<file path="config.mk">
export PLATFORM = sky130hd
export DESIGN_NAME = mul_pipe
export DESIGN_NICKNAME = d
export VERILOG_FILES = /design/src/rtl/mul_pkg.sv /design/src/rtl/mul_booth_tree.sv /design/src/rtl/mul_pipe.sv
export SDC_FILE = /design/constraint.sdc
export NUM_CORES = 2
export LEC_CHECK = 0
export ABC_AREA = 1
export BUFFER_PORTS_ARGS = -buffer_cell sky130_fd_sc_hd__buf_4
export CELL_PAD_IN_SITES_DETAIL_PLACEMENT = 1
export CELL_PAD_IN_SITES_GLOBAL_PLACEMENT = 2
export CORE_ASPECT_RATIO = 0.75
export CORE_MARGIN = 1.5
export CORE_UTILIZATION = 42
export CTS_CLUSTER_DIAMETER = 40
export DETAILED_ROUTE_END_ITERATION = 7
export GPL_TIMING_DRIVEN = 1
export MAX_ROUTING_LAYER = met4
export PLACE_DENSITY_LB_ADDON = 0.1
export SLEW_MARGIN = 20
export SYNTH_ARGS = -nofsm -noshare
export SYNTH_HDL_FRONTEND = slang
export SYNTH_HIERARCHICAL = 1
export SYNTH_SLANG_ARGS = --single-unit
</file>
<file path="constraint.sdc">
create_clock -name clk_i -period 18.3 [get_ports clk_i]
set_clock_uncertainty 0.2 [all_clocks]
set_input_delay 1.83 -clock clk_i [delete_from_list [all_inputs] [get_ports clk_i]]
set_output_delay 1.83 -clock clk_i [all_outputs]
set_load 0.02 [all_outputs]
</file>
<file path="src/rtl/mul_pkg.sv">
// Shared types and helpers for the pipelined radix-4 Booth multiplier.
//
// Contents:
//   mul_op_e      product mode carried with each operation
//   Booth*        radix-4 Booth partial-product select codes
//   booth_groups  number of radix-4 groups needed for a WIDTH-bit operand
//   booth_sel     maps one overlapping 3-bit multiplier window to a select code
package mul_pkg;

  typedef enum logic [1:0] {
    OpMul    = 2'b00,  // low word
    OpMulh   = 2'b01,  // signed x signed, high word
    OpMulhu  = 2'b10,  // unsigned x unsigned, high word
    OpMulhsu = 2'b11   // signed x unsigned, high word
  } mul_op_e;

  // Bit 2 marks a negative multiple so the encoder can share the +/- paths.
  localparam logic [2:0] BoothZero = 3'b000;
  localparam logic [2:0] BoothP1   = 3'b001;
  localparam logic [2:0] BoothP2   = 3'b010;
  localparam logic [2:0] BoothN1   = 3'b101;
  localparam logic [2:0] BoothN2   = 3'b110;

  // A WIDTH+1 bit two's-complement multiplier needs ceil((WIDTH+1)/2) groups.
  function automatic int unsigned booth_groups(input int unsigned width);
    return width / 2 + 1;
  endfunction

  // Window is {y[2i+1], y[2i], y[2i-1]}.
  function automatic logic [2:0] booth_sel(input logic [2:0] win);
    logic [2:0] sel;
    unique case (win)
      3'b000, 3'b111: sel = BoothZero;
      3'b001, 3'b010: sel = BoothP1;
      3'b011:         sel = BoothP2;
      3'b100:         sel = BoothN2;
      3'b101, 3'b110: sel = BoothN1;
      default:        sel = BoothZero;
    endcase
    return sel;
  endfunction

endpackage

</file>
<file path="src/rtl/mul_booth_tree.sv">
// Combinational radix-4 Booth encoder plus 3:2 carry-save reduction.
//
// Ports:
//   x_i         WIDTH+1 bit multiplicand, already sign/zero extended
//   y_i         WIDTH+1 bit multiplier, already sign/zero extended
//   x_signed_i  fill value source for widening x to 2*WIDTH
//   y_signed_i  fill value source for the top Booth window of y
//   sum_o       redundant sum vector, 2*WIDTH bits
//   carry_o     redundant carry vector, 2*WIDTH bits
// sum_o + carry_o equals x*y modulo 2^(2*WIDTH).
module mul_booth_tree
  import mul_pkg::*;
#(
  parameter int unsigned WIDTH = 32
) (
  input  logic [WIDTH:0]     x_i,
  input  logic [WIDTH:0]     y_i,
  input  logic               x_signed_i,
  input  logic               y_signed_i,
  output logic [2*WIDTH-1:0] sum_o,
  output logic [2*WIDTH-1:0] carry_o
);

  localparam int unsigned NumGroups = booth_groups(WIDTH);
  localparam int unsigned PW        = 2 * WIDTH;

  logic [PW-1:0]    x_pos;
  logic [PW-1:0]    x_neg;
  logic [WIDTH+2:0] y_pad;
  logic [2:0]       sel;
  logic [PW-1:0]    pp;
  logic [PW-1:0]    acc_s;
  logic [PW-1:0]    acc_c;
  logic [PW-1:0]    maj;

  assign x_pos = {{(PW-WIDTH-1){x_signed_i & x_i[WIDTH]}}, x_i};
  assign x_neg = ~x_pos + 1'b1;
  // Implicit y[-1] = 0 at the bottom, one extra sign bit on top for the last window.
  assign y_pad = {y_signed_i & y_i[WIDTH], y_i, 1'b0};

  always_comb begin
    sel   = BoothZero;
    pp    = '0;
    acc_s = '0;
    acc_c = '0;
    maj   = '0;
    for (int i = 0; i < int'(NumGroups); i++) begin
      sel = booth_sel(y_pad[2*i +: 3]);
      unique case (sel)
        BoothP1: pp = x_pos;
        BoothP2: pp = x_pos << 1;
        BoothN1: pp = x_neg;
        BoothN2: pp = x_neg << 1;
        default: pp = '0;
      endcase
      pp = pp << (2 * i);
      // 3:2 compress the running pair with the new partial product.
      maj   = (acc_s & acc_c) | (acc_s & pp) | (acc_c & pp);
      acc_s = acc_s ^ acc_c ^ pp;
      acc_c = maj << 1;
    end
  end

  assign sum_o   = acc_s;
  assign carry_o = acc_c;

endmodule

</file>
<file path="src/rtl/mul_pipe.sv">
// Pipelined radix-4 Booth multiplier with valid/ready handshakes on both sides.
//
// Ports:
//   clk_i, rst_i    clock, asynchronous active-high reset
//   flush_i         kills every in-flight operation at the next edge
//   in_valid_i/in_ready_o, in_op_i (mul_op_e), in_x_i, in_y_i, in_tag_i   request
//   out_valid_o/out_ready_i, out_res_o, out_prod_o, out_tag_o            result
//
// S1 latches the Booth sum/carry pair, S2 does the final add and holds the result.
// Define MUL_PIPE_OUT_REG_EN to add an output register stage S3 (latency 3).
module mul_pipe
  import mul_pkg::*;
#(
  parameter int unsigned WIDTH = 32,
  parameter int unsigned TAG_W = 5
) (
  input  logic               clk_i,
  input  logic               rst_i,
  input  logic               flush_i,
  input  logic               in_valid_i,
  output logic               in_ready_o,
  input  logic [1:0]         in_op_i,
  input  logic [WIDTH-1:0]   in_x_i,
  input  logic [WIDTH-1:0]   in_y_i,
  input  logic [TAG_W-1:0]   in_tag_i,
  output logic               out_valid_o,
  input  logic               out_ready_i,
  output logic [WIDTH-1:0]   out_res_o,
  output logic [2*WIDTH-1:0] out_prod_o,
  output logic [TAG_W-1:0]   out_tag_o
);

  localparam int unsigned PW = 2 * WIDTH;

  mul_op_e        in_op;
  logic           x_signed;
  logic           y_signed;
  logic [WIDTH:0] x_ext;
  logic [WIDTH:0] y_ext;
  logic [PW-1:0]  booth_sum;
  logic [PW-1:0]  booth_carry;

  // MUL shares the MULH extension; the low word does not depend on it.
  assign in_op    = mul_op_e'(in_op_i);
  assign x_signed = (in_op != OpMulhu);
  assign y_signed = (in_op == OpMul) || (in_op == OpMulh);
  assign x_ext    = {x_signed & in_x_i[WIDTH-1], in_x_i};
  assign y_ext    = {y_signed & in_y_i[WIDTH-1], in_y_i};

  mul_booth_tree #(
    .WIDTH(WIDTH)
  ) u_booth_tree (
    .x_i       (x_ext),
    .y_i       (y_ext),
    .x_signed_i(x_signed),
    .y_signed_i(y_signed),
    .sum_o     (booth_sum),
    .carry_o   (booth_carry)
  );

  // Stage registers.
  logic             s1_valid_q, s1_valid_d;
  logic [PW-1:0]    s1_sum_q;
  logic [PW-1:0]    s1_carry_q;
  mul_op_e          s1_op_q;
  logic [TAG_W-1:0] s1_tag_q;

  logic             s2_valid_q, s2_valid_d;
  logic [PW-1:0]    s2_prod_q;
  logic [WIDTH-1:0] s2_res_q;
  logic [TAG_W-1:0] s2_tag_q;

  logic [PW-1:0]    prod_sum;
  logic [WIDTH-1:0] res_sel;

  assign prod_sum = s1_sum_q + s1_carry_q;
  assign res_sel  = (s1_op_q == OpMul) ? prod_sum[WIDTH-1:0] : prod_sum[PW-1:WIDTH];

  // Handshake: a stage can take new data when empty or when its occupant leaves.
  logic s2_advance;
  logic s2_take;
  logic s1_advance;
  logic in_fire;

`ifdef MUL_PIPE_OUT_REG_EN
  logic             s3_valid_q, s3_valid_d;
  logic [PW-1:0]    s3_prod_q;
  logic [WIDTH-1:0] s3_res_q;
  logic [TAG_W-1:0] s3_tag_q;
  logic             s3_take;

  assign s3_take    = !s3_valid_q || out_ready_i;
  assign s2_advance = s2_valid_q && s3_take;
`else
  assign s2_advance = s2_valid_q && out_ready_i;
`endif

  assign s2_take    = !s2_valid_q || s2_advance;
  assign s1_advance = s1_valid_q && s2_take;
  assign in_ready_o = (!s1_valid_q || s1_advance) && !flush_i;
  assign in_fire    = in_valid_i && in_ready_o;

  always_comb begin
    s1_valid_d = s1_valid_q;
    s2_valid_d = s2_valid_q;
    if (flush_i) begin
      s1_valid_d = 1'b0;
      s2_valid_d = 1'b0;
    end else begin
      if (in_fire) begin
        s1_valid_d = 1'b1;
      end else if (s1_advance) begin
        s1_valid_d = 1'b0;
      end
      if (s1_advance) begin
        s2_valid_d = 1'b1;
      end else if (s2_advance) begin
        s2_valid_d = 1'b0;
      end
    end
  end

  always_ff @(posedge clk_i or posedge rst_i) begin
    if (rst_i) begin
      s1_valid_q <= 1'b0;
      s1_sum_q   <= '0;
      s1_carry_q <= '0;
      s1_op_q    <= OpMul;
      s1_tag_q   <= '0;
      s2_valid_q <= 1'b0;
      s2_prod_q  <= '0;
      s2_res_q   <= '0;
      s2_tag_q   <= '0;
    end else begin
      s1_valid_q <= s1_valid_d;
      s2_valid_q <= s2_valid_d;
      if (in_fire) begin
        s1_sum_q   <= booth_sum;
        s1_carry_q <= booth_carry;
        s1_op_q    <= in_op;
        s1_tag_q   <= in_tag_i;
      end
      if (s1_advance) begin
        s2_prod_q <= prod_sum;
        s2_res_q  <= res_sel;
        s2_tag_q  <= s1_tag_q;
      end
    end
  end

`ifdef MUL_PIPE_OUT_REG_EN
  always_comb begin
    s3_valid_d = s3_valid_q;
    if (flush_i) begin
      s3_valid_d = 1'b0;
    end else if (s2_advance) begin
      s3_valid_d = 1'b1;
    end else if (out_ready_i) begin
      s3_valid_d = 1'b0;
    end
  end

  always_ff @(posedge clk_i or posedge rst_i) begin
    if (rst_i) begin
      s3_valid_q <= 1'b0;
      s3_prod_q  <= '0;
      s3_res_q   <= '0;
      s3_tag_q   <= '0;
    end else begin
      s3_valid_q <= s3_valid_d;
      if (s2_advance) begin
        s3_prod_q <= s2_prod_q;
        s3_res_q  <= s2_res_q;
        s3_tag_q  <= s2_tag_q;
      end
    end
  end

  assign out_valid_o = s3_valid_q;
  assign out_prod_o  = s3_prod_q;
  assign out_res_o   = s3_res_q;
  assign out_tag_o   = s3_tag_q;
`else
  assign out_valid_o = s2_valid_q;
  assign out_prod_o  = s2_prod_q;
  assign out_res_o   = s2_res_q;
  assign out_tag_o   = s2_tag_q;
`endif

endmodule
</file>
==> metrics <==
status=finished, violations left; failing checks=DRC; Post-Syn Area per Cell=7.56 um2; WL final=233 mm; total number of placement rows=108; Critical path buffers and inverters=7; die width=399 um; Fin. Hold Viols=0; Async S/R FF share, synth=100%; relative slew slack=24.6%; synth warn=6; vias=50,900; unrepaired setup endpoints after global routing=no; DR WL/cell=29.3 um; CTS Buf Count=31; largest net degree at the start of global routing=93; Synth area leader=fa_1; synthesis-to-finish area growth=7.02%; most frequent cells in the layout=nand2_1, o22ai_1, inv_1; Final #Nets=7,452; CP top delay family=adder cells; Top Ports=179; Hold Crit Class=register to register; htree depth=1; first-pass GRT wire length=343 mm; root buffer cell=clkbuf_16; EDFF count, synth=0; worst-case clock buffer depth=3; # DRC=6; CTS tree=yes; GRT Total Usage=39.4%; port bufs=178; WP data arrival=13,130 ps; cell area after synthesis=49,500 um2; Seq cells post-synth=238; Req. time, crit path=18,580 ps; CTS Hold Bufs=0; Setup Fix Bufs, Post-CTS=0; Startpoint Class=input port; Area contributors post-synth=fa_1, o22ai_1, dfrtp_1, nand2_1, ha_1; Fin Setup TNS=0 ps; gpl congestion=0.970; CP max stage delay=660 ps; core area=116,000 um2; share of the synthesized area in the top cell type=27.3%; clock sinks=238; Die ar.=120,000 um2; Setup violations, final=0; Worst Setup End Kind=register; CP max-delay cell=inv_2; Routed Antenna Nets=0; ratio of cells with drive above 1 in the final layout=11.2%; crit path max fanout=34; Post-CTS Resized=0; crit-path most repeated cell=fa_1; Initial Utilization=42.6%; DR vias/cell=6.41; max_cap viols=0; max-slew violations=0; Die Height=300 um; Crit Path Class=input port to register; fin crit share=70.2%; Final Critical Period=12,850 ps; initial antenna violation count=8; library cells used by synthesis=53; sequential cell area fraction in the yosys report=12.0%; Synth Flop Type=dfrtp_1; violation count after the first detailed-route iteration=6,328; Slew @ Worst Pin=1130 ps; FMAX=0.0778 GHz; Detail Placement HPWL=177 mm; most common cell after layout, fill and taps aside=nand2_1; latest clock arrival within the worst-skew pair=600 ps; Initial DRT Pass Iterations=8; vias in the first global route=51,400; total gr overflow=0; Clk pin slew, worst setup/hold paths=60 ps; Synth Instances=6,547
final cells by class:
type	instances	area, um2
diodes	2	5.00
clock buffers	38	812
clock inverters	20	241
fillers	14400	63300
inverters	1001	3770
multi-input cells	4765	37700
flip-flops and latches	238	5960
well taps	1540	1930
repair buffers	338	2540
worst min-delay path, delay by kind of cell, from the launching register on:
family           cells  cell delay (ps)
and+or+nand+nor      2              100
DFF                  1              340
logic make-up after synthesis:
| kind of cell | Yosys count | synth area share, % |
|---|---|---|
| flip-flops | 238 | 12.0 |
| adder cells (fa/ha/maj) | 1001 | 35.6 |
| AND/OR/NAND/NOR | 1837 | 15.9 |
| multiplexers | 129 | 2.94 |
| XOR/XNOR | 33 | 0.630 |
| buffers and inverters | 1561 | 12.1 |
| AO/OA/AOI/OAI | 1747 | 20.8 |
| other | 1 | 0.00758 |
stage by stage:
| stage | worst slack [ps] | util, % | instances | hold slack, ps | area (um2) |
|---|---|---|---|---|---|
| 3_5_place_dp | 4940 | 44.7 | 7882 | 267 | 51900 |
| 5_1_grt | 5020 | 45.6 | 7941 | 310 | 53000 |
| 4_1_cts | 5590 | 45.6 | 7940 | 282 | 52900 |
| 2_1_floorplan | 6250 | - | 6564 | 236 | 49500 |
| 3_3_place_gp | 5030 | 44.7 | 7882 | 248 | 51900 |
| 6_report | 5450 | 45.6 | 7942 | 277 | 53000 |
state kept, by name, indices dropped and copies added (netlist names):
signal	flops
out_prod_o	64
s1_carry_q	64
s1_tag_q	5
out_valid_o	1
s1_valid_q	1
out_tag_o	5
out_res_o	32
s1_op_q	2
s1_sum_q	64
layer usage:
layer	vias to the layer above	GRT usage, %	routed length (um)
met5	-	-	0
met4	0	12.3	8920
met3	514	12.9	30600
met2	3179	52.3	92200
met1	25700	56.0	101000
li1	21500	-	-
Yosys cell counts, drive strengths merged (16+ instances only):
master / count
nand3: 207
nor3: 33
nand2: 1316
clkinv: 16
buf: 88
dfrtp: 238
o22ai: 986
ha: 325
a21oi: 67
fa: 676
a31oi: 24
o221ai: 46
clkbuf: 472
xnor2: 20
o21ai: 593
mux2: 129
nor2: 237
inv: 985
o211ai: 16
path summary, 6_finish.rpt:
kind,startpoint,to,slack (ps),cells after the start
setup / recovery,in_x_i[4],s1_sum_q[32],5450,33
hold / removal,s1_tag_q[4],out_tag_o[4],280,2
setup reg to reg,out_valid_o,s1_sum_q[51],14950,7
hold reg to reg,s1_tag_q[4],out_tag_o[4],280,2
max in group asynchronous,rst_i,s1_tag_q[1],14840,4
min in group asynchronous,rst_i,out_res_o[31],1050,2
Power is not shown: default switching activity piles up to over one toggle a cycle in this logic, so the estimate is an artifact.
